==> config.mk <==
export PLATFORM = sky130hd
export DESIGN_NAME = store_writer
export DESIGN_NICKNAME = d
export VERILOG_FILES = /design/src/rtl/store_writer.sv
export SDC_FILE = /design/constraint.sdc
export NUM_CORES = 1
export LEC_CHECK = 0
export BUFFER_PORTS_ARGS = -buffer_cell sky130_fd_sc_hd__buf_2
export CORE_MARGIN = 2
export CORE_UTILIZATION = 50
export CTS_CLUSTER_SIZE = 14
export DETAILED_ROUTE_END_ITERATION = 16
export GPL_ROUTABILITY_DRIVEN = 0
export GPL_TIMING_DRIVEN = 0
export PLACE_DENSITY_LB_ADDON = 0.15
export REMOVE_ABC_BUFFERS = 1
export SLEW_MARGIN = 30
export SYNTH_ARGS = -nofsm -noshare
export SYNTH_HDL_FRONTEND = slang
export SYNTH_SLANG_ARGS = --single-unit
==> constraint.sdc <==
create_clock -name clk -period 3.1 [get_ports clk]
set_input_delay 0 -clock clk [delete_from_list [all_inputs] [get_ports clk]]
set_output_delay 0 -clock clk [all_outputs]
set_load 0.01 [all_outputs]
==> src/rtl/store_writer.sv <==
// Commit-side store engine: writes a committed SB/SH/SW to the byte-wide memory bus.
// Optional IO back-pressure on io_buffer_full is enabled by defining STORE_IO_STALL_EN.
`timescale 1ns/1ps

module store_writer #(
  parameter logic [1:0] IO_BASE_HI = 2'b11,
  parameter logic [5:0] OP_SB      = 6'd25,
  parameter logic [5:0] OP_SH      = 6'd26,
  parameter logic [5:0] OP_SW      = 6'd27
) (
  input  logic        clk,
  input  logic        rst,
  input  logic        rdy,
  input  logic        rob_store_sgn,
  input  logic [5:0]  rob_store_op,
  input  logic [31:0] rob_store_addr,
  input  logic [31:0] rob_store_data,
  output logic        begin_real_store,
  output logic        finish_store,
  output logic        mem_req,
  input  logic        mem_gnt,
  output logic [31:0] mem_a,
  output logic [7:0]  mem_dout,
  output logic        mem_wr,
  input  logic        io_buffer_full
);

  localparam int unsigned AW    = 32;
  localparam int unsigned DW    = 32;
  localparam int unsigned BW    = 8;
  localparam int unsigned OPW   = 6;
  localparam int unsigned IDX_W = 2;

  localparam logic [1:0] ST_IDLE  = 2'd0;
  localparam logic [1:0] ST_REQ   = 2'd1;
  localparam logic [1:0] ST_WRITE = 2'd2;
  localparam logic [1:0] ST_DONE  = 2'd3;

  logic [1:0]       state_q, state_d;
  logic [IDX_W-1:0] idx_q, idx_d;
  logic [OPW-1:0]   op_q, op_d;
  logic [AW-1:0]    addr_q, addr_d;
  logic [DW-1:0]    data_q, data_d;

  logic             brs_q, brs_d;
  logic             fin_q, fin_d;
  logic             req_q, req_d;
  logic             wr_q, wr_d;
  logic [AW-1:0]    a_q, a_d;
  logic [BW-1:0]    dout_q, dout_d;

  logic [IDX_W-1:0] last_c;
  logic [IDX_W-1:0] nidx_c;
  logic             stall_c;

  // Index of the final byte for the latched opcode; unknown ops store one byte
  always_comb begin
    last_c = IDX_W'(0);
    if (op_q == OP_SW) begin
      last_c = IDX_W'(3);
    end else if (op_q == OP_SH) begin
      last_c = IDX_W'(1);
    end
  end

`ifdef STORE_IO_STALL_EN
  assign stall_c = (addr_q[17:16] == IO_BASE_HI) && io_buffer_full;
`else
  logic unused_io_c;
  assign stall_c     = 1'b0;
  assign unused_io_c = ^{io_buffer_full, IO_BASE_HI};
`endif

  // Outputs are computed for the next cycle so every bus signal comes from a flop
  always_comb begin
    state_d = state_q;
    idx_d   = idx_q;
    op_d    = op_q;
    addr_d  = addr_q;
    data_d  = data_q;
    brs_d   = 1'b0;
    fin_d   = 1'b0;
    req_d   = 1'b0;
    wr_d    = 1'b0;
    a_d     = '0;
    dout_d  = '0;
    nidx_c  = idx_q;

    case (state_q)
      ST_IDLE: begin
        if (rob_store_sgn) begin
          op_d    = rob_store_op;
          addr_d  = rob_store_addr;
          data_d  = rob_store_data;
          idx_d   = '0;
          brs_d   = 1'b1;
          req_d   = 1'b1;
          state_d = ST_REQ;
        end
      end

      ST_REQ: begin
        req_d = 1'b1;
        if (mem_gnt) begin
          state_d = ST_WRITE;
          idx_d   = '0;
          wr_d    = !stall_c;
          a_d     = addr_q;
          dout_d  = BW'(data_q);
        end
      end

      ST_WRITE: begin
        req_d = 1'b1;
        if (wr_q && (idx_q == last_c)) begin
          state_d = ST_DONE;
          fin_d   = 1'b1;
          req_d   = 1'b0;
        end else begin
          // A stalled byte keeps its index and is re-presented
          nidx_c = wr_q ? idx_q + IDX_W'(1) : idx_q;
          idx_d  = nidx_c;
          wr_d   = !stall_c;
          a_d    = addr_q + AW'(nidx_c);
          dout_d = BW'(data_q >> {nidx_c, 3'b000});
        end
      end

      ST_DONE: begin
        state_d = ST_IDLE;
      end

      default: begin
        state_d = ST_IDLE;
      end
    endcase
  end

  // State register
  always_ff @(posedge clk or posedge rst) begin
    if (rst) begin
      state_q <= ST_IDLE;
    end else if (rdy) begin
      state_q <= state_d;
    end
  end

  // Latched request, byte index and registered bus outputs
  always_ff @(posedge clk or posedge rst) begin
    if (rst) begin
      idx_q  <= '0;
      op_q   <= '0;
      addr_q <= '0;
      data_q <= '0;
      brs_q  <= 1'b0;
      fin_q  <= 1'b0;
      req_q  <= 1'b0;
      wr_q   <= 1'b0;
      a_q    <= '0;
      dout_q <= '0;
    end else if (rdy) begin
      idx_q  <= idx_d;
      op_q   <= op_d;
      addr_q <= addr_d;
      data_q <= data_d;
      brs_q  <= brs_d;
      fin_q  <= fin_d;
      req_q  <= req_d;
      wr_q   <= wr_d;
      a_q    <= a_d;
      dout_q <= dout_d;
    end
  end

  assign begin_real_store = brs_q;
  assign finish_store     = fin_q;
  assign mem_req          = req_q;
  assign mem_a            = a_q;
  assign mem_dout         = dout_q;
  // Strobe is gated so a frozen cycle never writes
  assign mem_wr           = wr_q & rdy;

endmodule

# Word-level counts from Yosys, hierarchy flattened
# Cells that the tools add are included.
[word_totals]
reg_bits = 118
input_bits = 76
out_inout_bits = 44
elab_cells = 56
[classes]
add_sub_neg = 2
eq_ne = 10
shifts = 1
mux = 25
n_bitwise = 1
n_reduce_logical = 6
[op_table]
columns = ["op", "n"]
rows = [
  ["two-way mux 32 bit", 2],
  ["one-hot mux 32 bit (2 select lines)", 1],
  ["adder 32 x 2 -> 32 bit", 1],
  ["right shift 32 x 5 -> 8 bit", 1],
  ["two-way mux 2 bit", 8],
  ["two-way mux 8 bit", 2],
  ["one-hot mux 8 bit (2 select lines)", 1],
  ["equality test 6 x 5 -> 1 bit, second input constant", 2],
  ["inequality test 2 bit, second input constant", 4],
  ["one-hot mux 2 bit (4 select lines)", 1],
  ["two-way mux 1 bit", 7],
  ["one-hot mux 2 bit (3 select lines)", 1],
  ["AND reduction 5 bit", 1],
  ["equality test 2 bit, second input constant", 2],
  ["AND reduction 4 bit", 1],
  ["one-hot mux 1 bit (3 select lines)", 1],
  ["AND reduction 3 bit", 1],
  ["nonzero test 3 bit", 1],
  ["adder 2 x 1 -> 2 bit, second input constant", 1],
  ["equality test 2 x 1 -> 1 bit, second input constant", 1],
  ["equality test 2 bit", 1],
  ["zero test 2 bit", 1],
  ["one-hot mux 1 bit (2 select lines)", 1],
  ["AND 1 bit", 1],
  ["logical AND 1 bit", 1],
]

# Depth between registers and ports, before layout
# Gate-level depths: netlist of run 1.
[logic_depth]
depth_word = 7
ltp_mapped = 12

# Worst setup path before layout of run 1
# OpenSTA, ideal clock, no wires.
[synth_path]
path_kind = "register to register"
startpoint = "register idx_q[0]"
endpoint = "register a_q[26] (netlist: mem_a[26])"
arrival_ps = 3009
required_time_ps = 3034
setup_slack_ps = 24
stages_incl_launch_ff = 11
n_path_buf = 1
synth_period_minus_slack_ps = 3076
cell_sequence = "dfrtp_1 buf_2 xor2_1 ha_1 inv_1 fa_1 nor3_2 nand4_1 or4_1 nand3_1 a22o_1"
[synth_via]
elab_chain_len = 5
[synth_lines]
columns = ["item", "line", "text"]
rows = [
  ["from (decl)", "40", "logic [IDX_W-1:0] idx_q, idx_d;"],
  ["from (signal assigned)", "162", "idx_q <= idx_d;"],
  ["adder 2 x 1 -> 2 bit", "121", "nidx_c = wr_q ? idx_q + IDX_W'(1) : idx_q;"],
  ["two-way mux 2 bit", "121", ""],
  ["adder 32 x 2 -> 32 bit", "124", "a_d = addr_q + AW'(nidx_c);"],
  ["two-way mux 32 bit (*)", "115", "if (wr_q && (idx_q == last_c)) begin"],
  ["one-hot mux 32 bit (2 select lines) (*)", "89", "case (state_q)"],
  ["to (signal assigned)", "159", "a_q <= '0;"],
  ["to (signal assigned)", "170", "a_q <= a_d;"],
  ["to (decl)", "49", "logic [AW-1:0] a_q, a_d;"],
]
# Mark *: on every way between the ends. The rest lies on a longest branch, timed or not.
# A chain may end at the register's enable or synchronous reset.

# Worst setup path in the final report of run 1
# Same ends and word-level chain as after synthesis.

==> out/qor.yml, run 1 <==
ys_seq_elements: 118
pwr_density_cell_nw_per_um2: 924.1
r2r-start: "idx_q[0]"
cts_buffer_depth: 2
fin_crit_sh_pct: 94.12
yosys.area.top_type_share_pct: 50.95
ant_nets: 0
max_slew_margin_pct: 41.48
finalSetupViolations: 0
clk_latency_ns: 0.42
synth_cell_types: 55
cts_buffers: 17
coreArea_um2: 11370
critPathMaxStageDelay_ns: 0.55
synthFlopType: "dfrtp_1"
via_per_inst: 5.700
grt-ovfl-total: 0
finalWirelength_um: 15220
crit_family: "simple AND/OR/NAND/NOR gates"
fin_crit_ns: 2.918
hp-class: "input pin to async pin"
fp.dieH_um: 111.7
arrival_ns: 3.27
n_fill_cell: 821
design_area_um2: 7938
r2r-end: "mem_a[26]"
crit_fanout: 10
synth_edf_count: 0
tightest_slew_ns: 0.8778
worstSetupPathType: "flip-flop to flip-flop"
first_global_vias: 5093
port_buffers: 118
synth_seq_area_share_pct: 50.95
ys_async_sr_fraction_pct: 100.0
syn_inst: 505
yosysMostFrequentCell: "dfrtp_1"
track_usage_pct: 26.03
fp-row-count: 39
crit_chain: "nand2_1 > xnor2_4 > fa_1 > nor3_4 > nand4_1 > or4_1 > nand3_1 > a22o_1"
drive_gt1_share_pct: 31.90
worstSetupStartpointType: "flip-flop"
dr.first_iter.drc_count: 313
critical_path_buf_inv_count: 0
status: "completed"
wire_per_inst_um: 18.08
multi_input_area_um2: 2723
reg2reg_depth: 8
cts_sinks: 118
required_ns: 3.45
dpl.hpwl_um: 9170
ff2ff_setup_slack_ns: 0.18
fin_skew_ns: 0.006183
peakVddDrop_mv: 0.6893
synth_common_cells: "dfrtp_1 (118), a21oi_1 (43), mux2_2 (38), mux2_1 (33)"
grt_pass1_wl_um: 25450
cts_tree: "yes"
timing_hold_violations_final: 0
maxCapViolCount: 0
seq_area_um2: 2955
path_clk_slew_ns: 0.06
syn_area_um2: 5796
p_leak_nw: 3.534
dieArea_um2: 12470
yosysTopAreaCell: "dfrtp_1"
grt_max_degree: 83
vias: 4799
start_util_pct: 50.97
cts-root-buf: "clkbuf_16"
synthTopCellsByArea: "dfrtp_1 (51%), mux2_2 (7.4%), mux2_1 (6.4%)"
drc: 0
drt_pass1_iterations: 4
slowest_stage: "fa_1"
fmax_mhz: 342.7
worstSetupEndpointType: "flip-flop"
syn_to_final_growth_pct: 36.96
placement.cell_area_um2: 6541
nets: 769
die_w_um: 111.7
ys_warn_count: 0
maxSlewViolCount: 0
avgSynthCellArea_um2: 11.48
diodes: 0
htree_levels: 4
utilization_pct: 69.81
io_pins: 120
antenna_found_initial: 0
-- cell type report --
type | instances | share of cell area, %
clock buffer | 18 | 5.533
clock inverter | 14 | 2.506
inverter | 14 | 0.7566
multi-input combinational | 340 | 34.30
sequential | 118 | 37.23
tap | 143 | 2.254
timing repair buffer | 195 | 17.42
-- cell usage in the layout, fill, tap and decap left out, types with 3 or more instances in the layout --
master,Yosys,final
a21o_1,4,4
a21oi_1,43,43
a22oi_1,9,9
a31oi_1,13,13
and2_1,8,6
and3_1,5,5
and4_1,4,4
buf_2,9,118
buf_4,0,3
bufinv_16,0,4
clkbuf_16,0,17
clkinvlp_4,0,4
dfrtp_1,118,116
dlygate4sd3_1,0,71
ha_1,6,6
inv_1,11,10
inv_2,3,3
inv_6,0,3
mux2_1,33,33
mux2_2,38,38
mux4_2,8,8
nand2_1,23,22
nand3_1,17,16
nand4_1,7,7
nand4b_1,6,6
nor2_1,10,10
nor3_1,10,9
nor4_1,8,8
o211ai_1,3,3
o21ai_0,8,8
o21ai_1,18,18
o2bb2ai_1,17,17
or3_1,5,5
or4_1,3,3
-- repair_timing --
item,in CTS,in global routing
hold endpoints to repair,188,0
hold buffers,71,0
gates resized for setup,3,3
buffers inserted,1,0
endpoints found under the setup margin,14,14
pin swaps,1,0
-- power by group --
| group | internal, W | switching (W) | leakage [nW] |
|---|---|---|---|
| logic | 0.00115 | 0.00122 | 1.76 |
| registers | 0.00224 | 0.000610 | 1.48 |
| clock network | 0.00137 | 0.000746 | 0.300 |
| total | 0.00476 | 0.00257 | 3.53 |
-- worst max-delay path by stage --
stage	from	end	slack [ns]	depth (start not counted)
after CTS	idx_q[0]	mem_a[31]	0.0008	10
after floorplan	state_q[0]	addr_q[10]	-0.25	4
after global placement	rst	addr_q[30]	-1.34	2
after global routing	idx_q[0]	mem_a[31]	-0.03	10
final	idx_q[0]	mem_a[26]	0.18	8
after detailed placement	idx_q[0]	mem_a[26]	-0.49	9
-- worst reg2reg max path: stages (launching register included) --
cell     delay [ns]
dfrtp_2        0.49
nand2_1        0.19
xnor2_4        0.22
fa_1           0.55
nor3_4         0.39
nand4_1        0.25
or4_1          0.53
nand3_1        0.10
a22o_1         0.13
-- state kept, by name (all words and copies together) (netlist names) --
name,cells
op_q,6
begin_real_store,1
state_q,2
mem_a,32
mem_req,1
addr_q,32
finish_store,1
mem_dout,8
wr_q,1
data_q,32
idx_q,2
-- per-layer routing --
metal / wire length [µm] / vias to the layer above / global-route usage, %
met2: 7953 / 139 / 44.08
met3: 817 / 13 / 7.240
met5: 0 / - / 0
met1: 6274 / 2366 / 31.35
li1: - / 2281 / -
met4: 178 / 0 / 11.03
-- per-stage QoR --
| step | hold WS, ns | total power [W] | cells | setup WS (ns) | TNS, ns |
|---|---|---|---|---|---|
| 5_1_grt | 0.06733 | 0.007795 | 842 | -0.03197 | -0.05299 |
| 3_5_place_dp | -0.009286 | 0.005123 | 738 | -0.4930 | -2.620 |
| 4_1_cts | 0.05907 | 0.007353 | 842 | 0.0007783 | 0 |
| 6_report | 0.07959 | 0.007335 | 842 | 0.1823 | 0 |
| 2_1_floorplan | 0.09056 | 0.004287 | 472 | -0.2496 | -19.61 |
| 3_3_place_gp | 0.2114 | 0.004977 | 733 | -1.337 | -263.22 |
-- logic make-up (layout without fill, tap and decap cells) --
kind of cell,count (synthesis),after routing,share of synthesized area (%)
and+or+nand+nor,117,117,12.00
DFF,118,118,50.95
xor gates and xnor gates,4,4,0.6046
muxes,79,79,16.90
AOI/OAI and AO/OA,133,133,14.66
adders and majority gates,7,7,1.641
buffers and inverters,47,241,3.238
Note: power is estimated with default switching activity, not from simulation.
==> run 2, diff against run 1 <==
--- a/config.mk
+++ b/config.mk
@@ -6,7 +6,7 @@
 export NUM_CORES = 1
 export LEC_CHECK = 0
 export BUFFER_PORTS_ARGS = -buffer_cell sky130_fd_sc_hd__buf_2
-export CORE_MARGIN = 2
+export CORE_MARGIN = 3
 export CORE_UTILIZATION = 50
 export CTS_CLUSTER_SIZE = 14
 export DETAILED_ROUTE_END_ITERATION = 16
@@ -14,7 +14,7 @@
 export GPL_TIMING_DRIVEN = 0
 export PLACE_DENSITY_LB_ADDON = 0.15
 export REMOVE_ABC_BUFFERS = 1
-export SLEW_MARGIN = 30
+export SLEW_MARGIN = 20
 export SYNTH_ARGS = -nofsm -noshare
 export SYNTH_HDL_FRONTEND = slang
 export SYNTH_SLANG_ARGS = --single-unit
==> run 2 against run 1 <==
Core utilization is 1.9 points higher. Maximum frequency is 0.72% higher. Sequential power is essentially flat. First-iteration DRC count decreased by 4.8%. Critical path depth rose by 1. Total power down 0.20%. Register-to-register slack better by 0.02 ns. Non-clock buffer count did not move. Critical path type unchanged.
==> out/qor.yml, run 2 (same netlist as run 1, synthesis figures left out) <==
dpl.hpwl_um: 9227  # +0.62%
fin_crit_sh_pct: 93.45  # -0.67 points
required_ns: 3.36  # -0.09 ns
finalSetupViolations: 0  # unchanged
cts-root-buf: "clkbuf_16"
timing_hold_violations_final: 0  # unchanged
peakVddDrop_mv: 0.6039  # -12%
worstSetupStartpointType: "flip-flop"
crit_fanout: 10  # unchanged
die_w_um: 113.7  # +1.8%
fp-row-count: 38  # -2.6%
grt_pass1_wl_um: 24820  # -2.5%
diodes: 0  # unchanged
tightest_slew_ns: 1.021  # +0.1436 ns
clk_latency_ns: 0.42  # about the same
p_leak_nw: 3.552  # +0.51%
dr.first_iter.drc_count: 298  # -4.8%
ff2ff_setup_slack_ns: 0.20  # +0.02 ns
drive_gt1_share_pct: 31.38  # -0.53 points
fmax_mhz: 345.2  # +0.72%
worst_slack_ns: 0.2031  # +0.02082 ns
cts_tree: "yes"
slowest_stage: "or3_1"
hp-class: "input pin to flip-flop"
syn_to_final_growth_pct: 37.00  # about the same
maxSlewViolCount: 0  # unchanged
io_pins: 120  # unchanged
nets: 769  # unchanged
cts_buffer_depth: 2  # unchanged
crit_chain: "xor2_4 > ha_1 > inv_1 > fa_1 > or3_1 > nor3_1 > o21ai_0 > a21oi_1 > o2bb2ai_1"
start_util_pct: 52.32  # +1.3 points
cts_buffers: 17  # unchanged
htree_levels: 4  # unchanged
place_ws_ns: -0.8215  # -0.3285 ns
max_slew_margin_pct: 31.74  # -9.7 points
rsz0062_at_grt: "false"
track_usage_pct: 24.54  # -1.5 points
worstSetupPathType: "flip-flop to flip-flop"
antenna_found_initial: 0  # unchanged
grt_max_degree: 62  # -25%
dieArea_um2: 12920  # +3.6%
final_common_cell: "buf_2"
fp.dieH_um: 113.7  # +1.8%
fin_skew_ns: 0.006478  # +0.0002945 ns
critPathMaxStageDelay_ns: 0.55  # about the same
ant_nets: 0  # unchanged
first_global_vias: 4979  # -2.2%
arrival_ns: 3.16  # -0.11 ns
worstSetupEndpointType: "flip-flop"
wire_per_inst_um: 17.94  # -0.78%
coreArea_um2: 11080  # -2.6%
maxCapViolCount: 0  # unchanged
status: "completed"
n_fill_cell: 769  # -6.3%
finalWirelength_um: 15030  # -1.3%
fin_crit_ns: 2.897  # -0.02082 ns
whs_path_depth: 2
post-place-cells: 735  # -0.41%
pwr_density_cell_nw_per_um2: 921.9  # -0.24%
path_clk_slew_ns: 0.05  # about the same
final_cell_mix: "buf_2 (118), dfrtp_1 (116), dlygate4sd3_1 (71)"
stdcell_count: 838  # -0.48%
vias: 4823  # +0.50%
drc: 0  # unchanged
reg2reg_depth: 9  # +1
cts_sinks: 118  # unchanged
via_per_inst: 5.755  # +0.98%
port_buffers: 118  # unchanged
grt-ovfl-total: 0  # unchanged
drt_pass1_iterations: 5  # +1
[run 2: cell types whose count changed in the layout (fill, tap and decap cells not counted), sizes merged]
cell | before | now
clkinv | 3 | 4
clkinvlp | 4 | 1
clkbuf | 18 | 22
inv | 17 | 14
[run 2: cell type report]
cell class / count / area, µm² / share of cell area, %
Sequential cell: 118 / 2955 / 37.22
Clock inverter: 9 / 147.6 / 1.859
Timing Repair Buffer: 195 / 1401 / 17.65
Tap cell: 140 / 175.2 / 2.206
Clock buffer: 22 / 484.2 / 6.098
Multi-Input combinational cell: 340 / 2719 / 34.24
Inverter: 14 / 57.56 / 0.7249
[run 2: metal layers]
metal  GRT usage, %  vias to the layer above  wire, µm
li1               -                     2276         -
met1          30.26                     2373      6184
met2          40.56                      150      7562
met3          6.790                       24       947
met4          10.58                        0       340
met5              0                        -         0
[run 2: timing repair]
item / in CTS / in global routing
pin swaps: 1 / 1
cloned: 0 / 0
setup buffers: 1 / 0
gates resized for setup: 5 / 2
endpoints found under the setup margin: 24 / 5
endpoints found under the hold margin: 130 / 0
hold buffers: 71 / 0
[run 2: worst max-delay path: cells and delay by family, from the launching register on]
family | cells | cell delay (ns)
AO/OA/AOI/OAI | 3 | 0.38
AND/OR/NAND/NOR | 2 | 0.93
adder cells (fa/ha/maj) | 2 | 0.71
buffers and inverters | 1 | 0.06
XOR/XNOR | 1 | 0.17
flip-flops | 1 | 0.50
[run 2: path summary, 6_finish.rpt]
path                            startpoint          endpoint
worst min register to register     mem_req           mem_req
worst max-delay path              idx_q[0]         mem_a[22]
worst min-delay path                   rdy  begin_real_store
worst max register to register    idx_q[0]         mem_a[22]
min in group asynchronous              rst        data_q[27]
max in group asynchronous              rst        addr_q[23]
[run 2: power breakdown]
part | leakage [nW] | internal (W) | switching [W]
sequential | 1.48 | 0.00224 | 0.000623
clock | 0.312 | 0.00142 | 0.000670
combinational | 1.76 | 0.00116 | 0.00121
[run 2: per-stage QoR]
| stage | utilization, % | total power (W) | cell area [µm²] | hold slack (ns) | TNS [ns] |
|---|---|---|---|---|---|
| floorplan | - | 0.004287 | 5660 | 0.09056 | -19.61 |
| global route | 71.67 | 0.007768 | 7940 | 0.09801 | 0 |
| CTS | 71.56 | 0.007348 | 7928 | 0.07540 | 0 |
| finish | 71.67 | 0.007320 | 7940 | 0.1036 | 0 |
| global placement | 58.01 | 0.004979 | 6426 | 0.2113 | -255.44 |
| detailed placement | 59.09 | 0.005124 | 6546 | 0.1102 | -8.817 |
==> run 3, diff against run 2 <==
--- a/config.mk
+++ b/config.mk
@@ -6,12 +6,15 @@
 export NUM_CORES = 1
 export LEC_CHECK = 0
 export BUFFER_PORTS_ARGS = -buffer_cell sky130_fd_sc_hd__buf_2
+export CELL_PAD_IN_SITES_DETAIL_PLACEMENT = 1
+export CELL_PAD_IN_SITES_GLOBAL_PLACEMENT = 1
 export CORE_MARGIN = 3
-export CORE_UTILIZATION = 50
+export CORE_UTILIZATION = 39
 export CTS_CLUSTER_SIZE = 14
 export DETAILED_ROUTE_END_ITERATION = 16
 export GPL_ROUTABILITY_DRIVEN = 0
 export GPL_TIMING_DRIVEN = 0
+export HOLD_SLACK_MARGIN = 0.1
 export PLACE_DENSITY_LB_ADDON = 0.15
 export REMOVE_ABC_BUFFERS = 1
 export SLEW_MARGIN = 20
==> constraint.sdc (replaced) <==
create_clock -name clk -period 3.1 [get_ports clk]
set_input_delay 0.62 -clock clk [delete_from_list [all_inputs] [get_ports clk]]
set_output_delay 0.62 -clock clk [all_outputs]
set_load 0.01 [all_outputs]
==> run 3 against run 2 <==
Clock skew grew 0.0047 ns. Maximum frequency down 2.5%. Sequential power barely moved. First-iteration DRC count decreased by 30%. Worst setup slack worse by 0.073 ns. Combinational power is essentially flat. Worst hold slack improved by 0.15 ns. Core utilization fell by 20 points. Flip-flop and latch count did not move. Count of clock-buffer cells in the layout unchanged. Highest routed layer unchanged.
==> out/qor.yml, run 3 (same netlist as run 1, synthesis figures left out) <==
syn_to_final_growth_pct: 25.91
io_pins: 120  # unchanged
port_buffers: 118  # unchanged
fp-row-count: 43  # +13%
fin_skew_ns: 0.01118  # +0.004706 ns
grt_pass1_wl_um: 26370  # +6.3%
stdcell_count: 810  # -3.3%
grt_max_degree: 62  # unchanged
grt-ovfl-total: 0  # unchanged
fin_crit_ns: 2.970  # +0.07297 ns
hp-class: "input pin to async pin"
drc: 0  # unchanged
r2r-start: "idx_q[0]"
worstSetupPathType: "flip-flop to flip-flop"
cts-root-buf: "clkbuf_16"
critPathMaxStageDelay_ns: 0.53  # -0.02 ns
timing_hold_violations_final: 0  # unchanged
drt_pass1_iterations: 4  # -1
pwr_density_cell_nw_per_um2: 1001  # +8.6%
hold_buffers: 0  # -100%
fin_crit_sh_pct: 95.80  # +2.4 points
wire_per_inst_um: 19.93  # +11%
post-place-cells: 775  # +5.4%
maxSlewViolCount: 0  # unchanged
start_util_pct: 40.80  # -12 points
dieArea_um2: 16360  # +27%
coreArea_um2: 14200  # +28%
required_ns: 3.39  # +0.03 ns
top_layer_used: "met4"
first_global_vias: 5041  # +1.2%
met3WireLength_um: 1054  # +11%
tightest_slew_ns: 1.053  # +0.03199 ns
fmax_mhz: 336.7  # -2.5%
worstSetupEndpointType: "flip-flop"
track_usage_pct: 20.71  # -3.8 points
cts_buffer_depth: 2  # unchanged
die_w_um: 127.9  # +13%
drive_gt1_share_pct: 35.24  # +3.9 points
seq_area_um2: 2955  # unchanged
ant_nets: 0  # unchanged
dr.first_iter.drc_count: 208  # -30%
path_clk_slew_ns: 0.06  # about the same
cts_sinks: 118  # unchanged
worstSetupStartpointType: "flip-flop"
r2r-end: "mem_a[28]"
final_common_cell: "buf_2"
final_cell_mix: "buf_2 (118), dfrtp_1 (116), a21oi_1 (43)"
status: "completed"
p_leak_nw: 3.267  # -8.0%
finalSetupViolations: 0  # unchanged
htree_levels: 4  # unchanged
peakVddDrop_mv: 0.4704  # -22%
cts_buffers: 17  # unchanged
cts_tree: "yes"
ff2ff_setup_slack_ns: 0.13  # -0.07 ns
nets: 701  # -8.8%
dpl.hpwl_um: 10660  # +16%
reg2reg_depth: 9  # unchanged
routed-wl-met2_um: 8210  # +8.6%
max_slew_margin_pct: 29.61  # -2.1 points
wl_met1_um: 6627  # +7.2%
n_fill_cell: 1522  # +98%
diodes: 0  # unchanged
finalWirelength_um: 16140  # +7.4%
clk_latency_ns: 0.42  # about the same
maxCapViolCount: 0  # unchanged
arrival_ns: 3.26  # +0.10 ns
crit_chain: "nand2_1 > xnor2_4 > buf_4 > fa_1 > or3_4 > nor3_1 > nand4_1 > xor2_1 > o21ai_1"
slowest_stage: "fa_1"
vias: 4605  # -4.5%
finalPower_w: 0.007303  # -0.23%
fp.dieH_um: 127.9  # +13%
via_per_inst: 5.685  # -1.2%
antenna_found_initial: 0  # unchanged
multi_input_area_um2: 2735  # +0.60%
crit_fanout: 10  # unchanged
## run 3: worst max-delay path: cells and delay by family (launching register included)
kind / cells / cell delay [ns]
compound gates: 1 / 0.08
xor+xnor: 2 / 0.38
fa+ha+maj: 1 / 0.53
buf+inv: 1 / 0.14
flops: 1 / 0.49
simple gates: 4 / 1.21
## run 3: timing repair
item                       in CTS  in global routing
pin swaps                       1                  2
gates cloned                    0                  0
buffers inserted                1                  3
setup endpoints to repair      24                 11
gates resized for setup         5                  5
## run 3: routing by layer
metal | vias to the layer above | global-route usage, %
met4 | 0 | 5.556
li1 | 2139 | -
met3 | 20 | 8.000
met2 | 107 | 35.64
met1 | 2339 | 24.20
met5 | - | 0
## run 3: power by group
part	internal [W]	total [W]	switching [W]
Combinational	0.00111	0.00236	0.00125
Clock	0.00138	0.00207	0.000696
Sequential	0.00224	0.00287	0.000633
## run 3: how the worst max path moves through the flow
| stage | startpoint | to | slack [ns] | cells after the start |
|---|---|---|---|---|
| after global routing | idx_q[0] | mem_a[28] | -0.01 | 9 |
| after floorplan | rst | addr_q[0] | -0.65 | 1 |
| final | idx_q[0] | mem_a[28] | 0.13 | 9 |
| after detailed placement | idx_q[0] | mem_a[26] | -0.84 | 9 |
| after global placement | rst | mem_a[31] | -2.15 | 2 |
| after CTS | wr_q | mem_a[31] | 0.03 | 10 |
## run 3: area by class of cell
class	count	share of cell area (%)
Sequential cell	118	40.50
Timing Repair Buffer	127	9.722
Clock buffer	22	6.361
Inverter	14	0.7888
Multi-Input combinational cell	340	37.48
Clock inverter	9	2.058
Tap cell	180	3.086
## run 3: per-stage QoR
stage	util, %	hold slack (ns)	setup slack (ns)	setup TNS [ns]	area (µm²)
2_1_floorplan	-	0.4713	-0.6491	-92.77	5660
3_3_place_gp	45.60	0.4640	-2.147	-403.41	6476
3_5_place_dp	46.41	0.4755	-0.8429	-9.999	6593
4_1_cts	51.01	0.2883	0.03142	0	7246
5_1_grt	51.37	0.3013	-0.01149	-0.01149	7297
6_report	51.37	0.2543	0.1301	0	7297
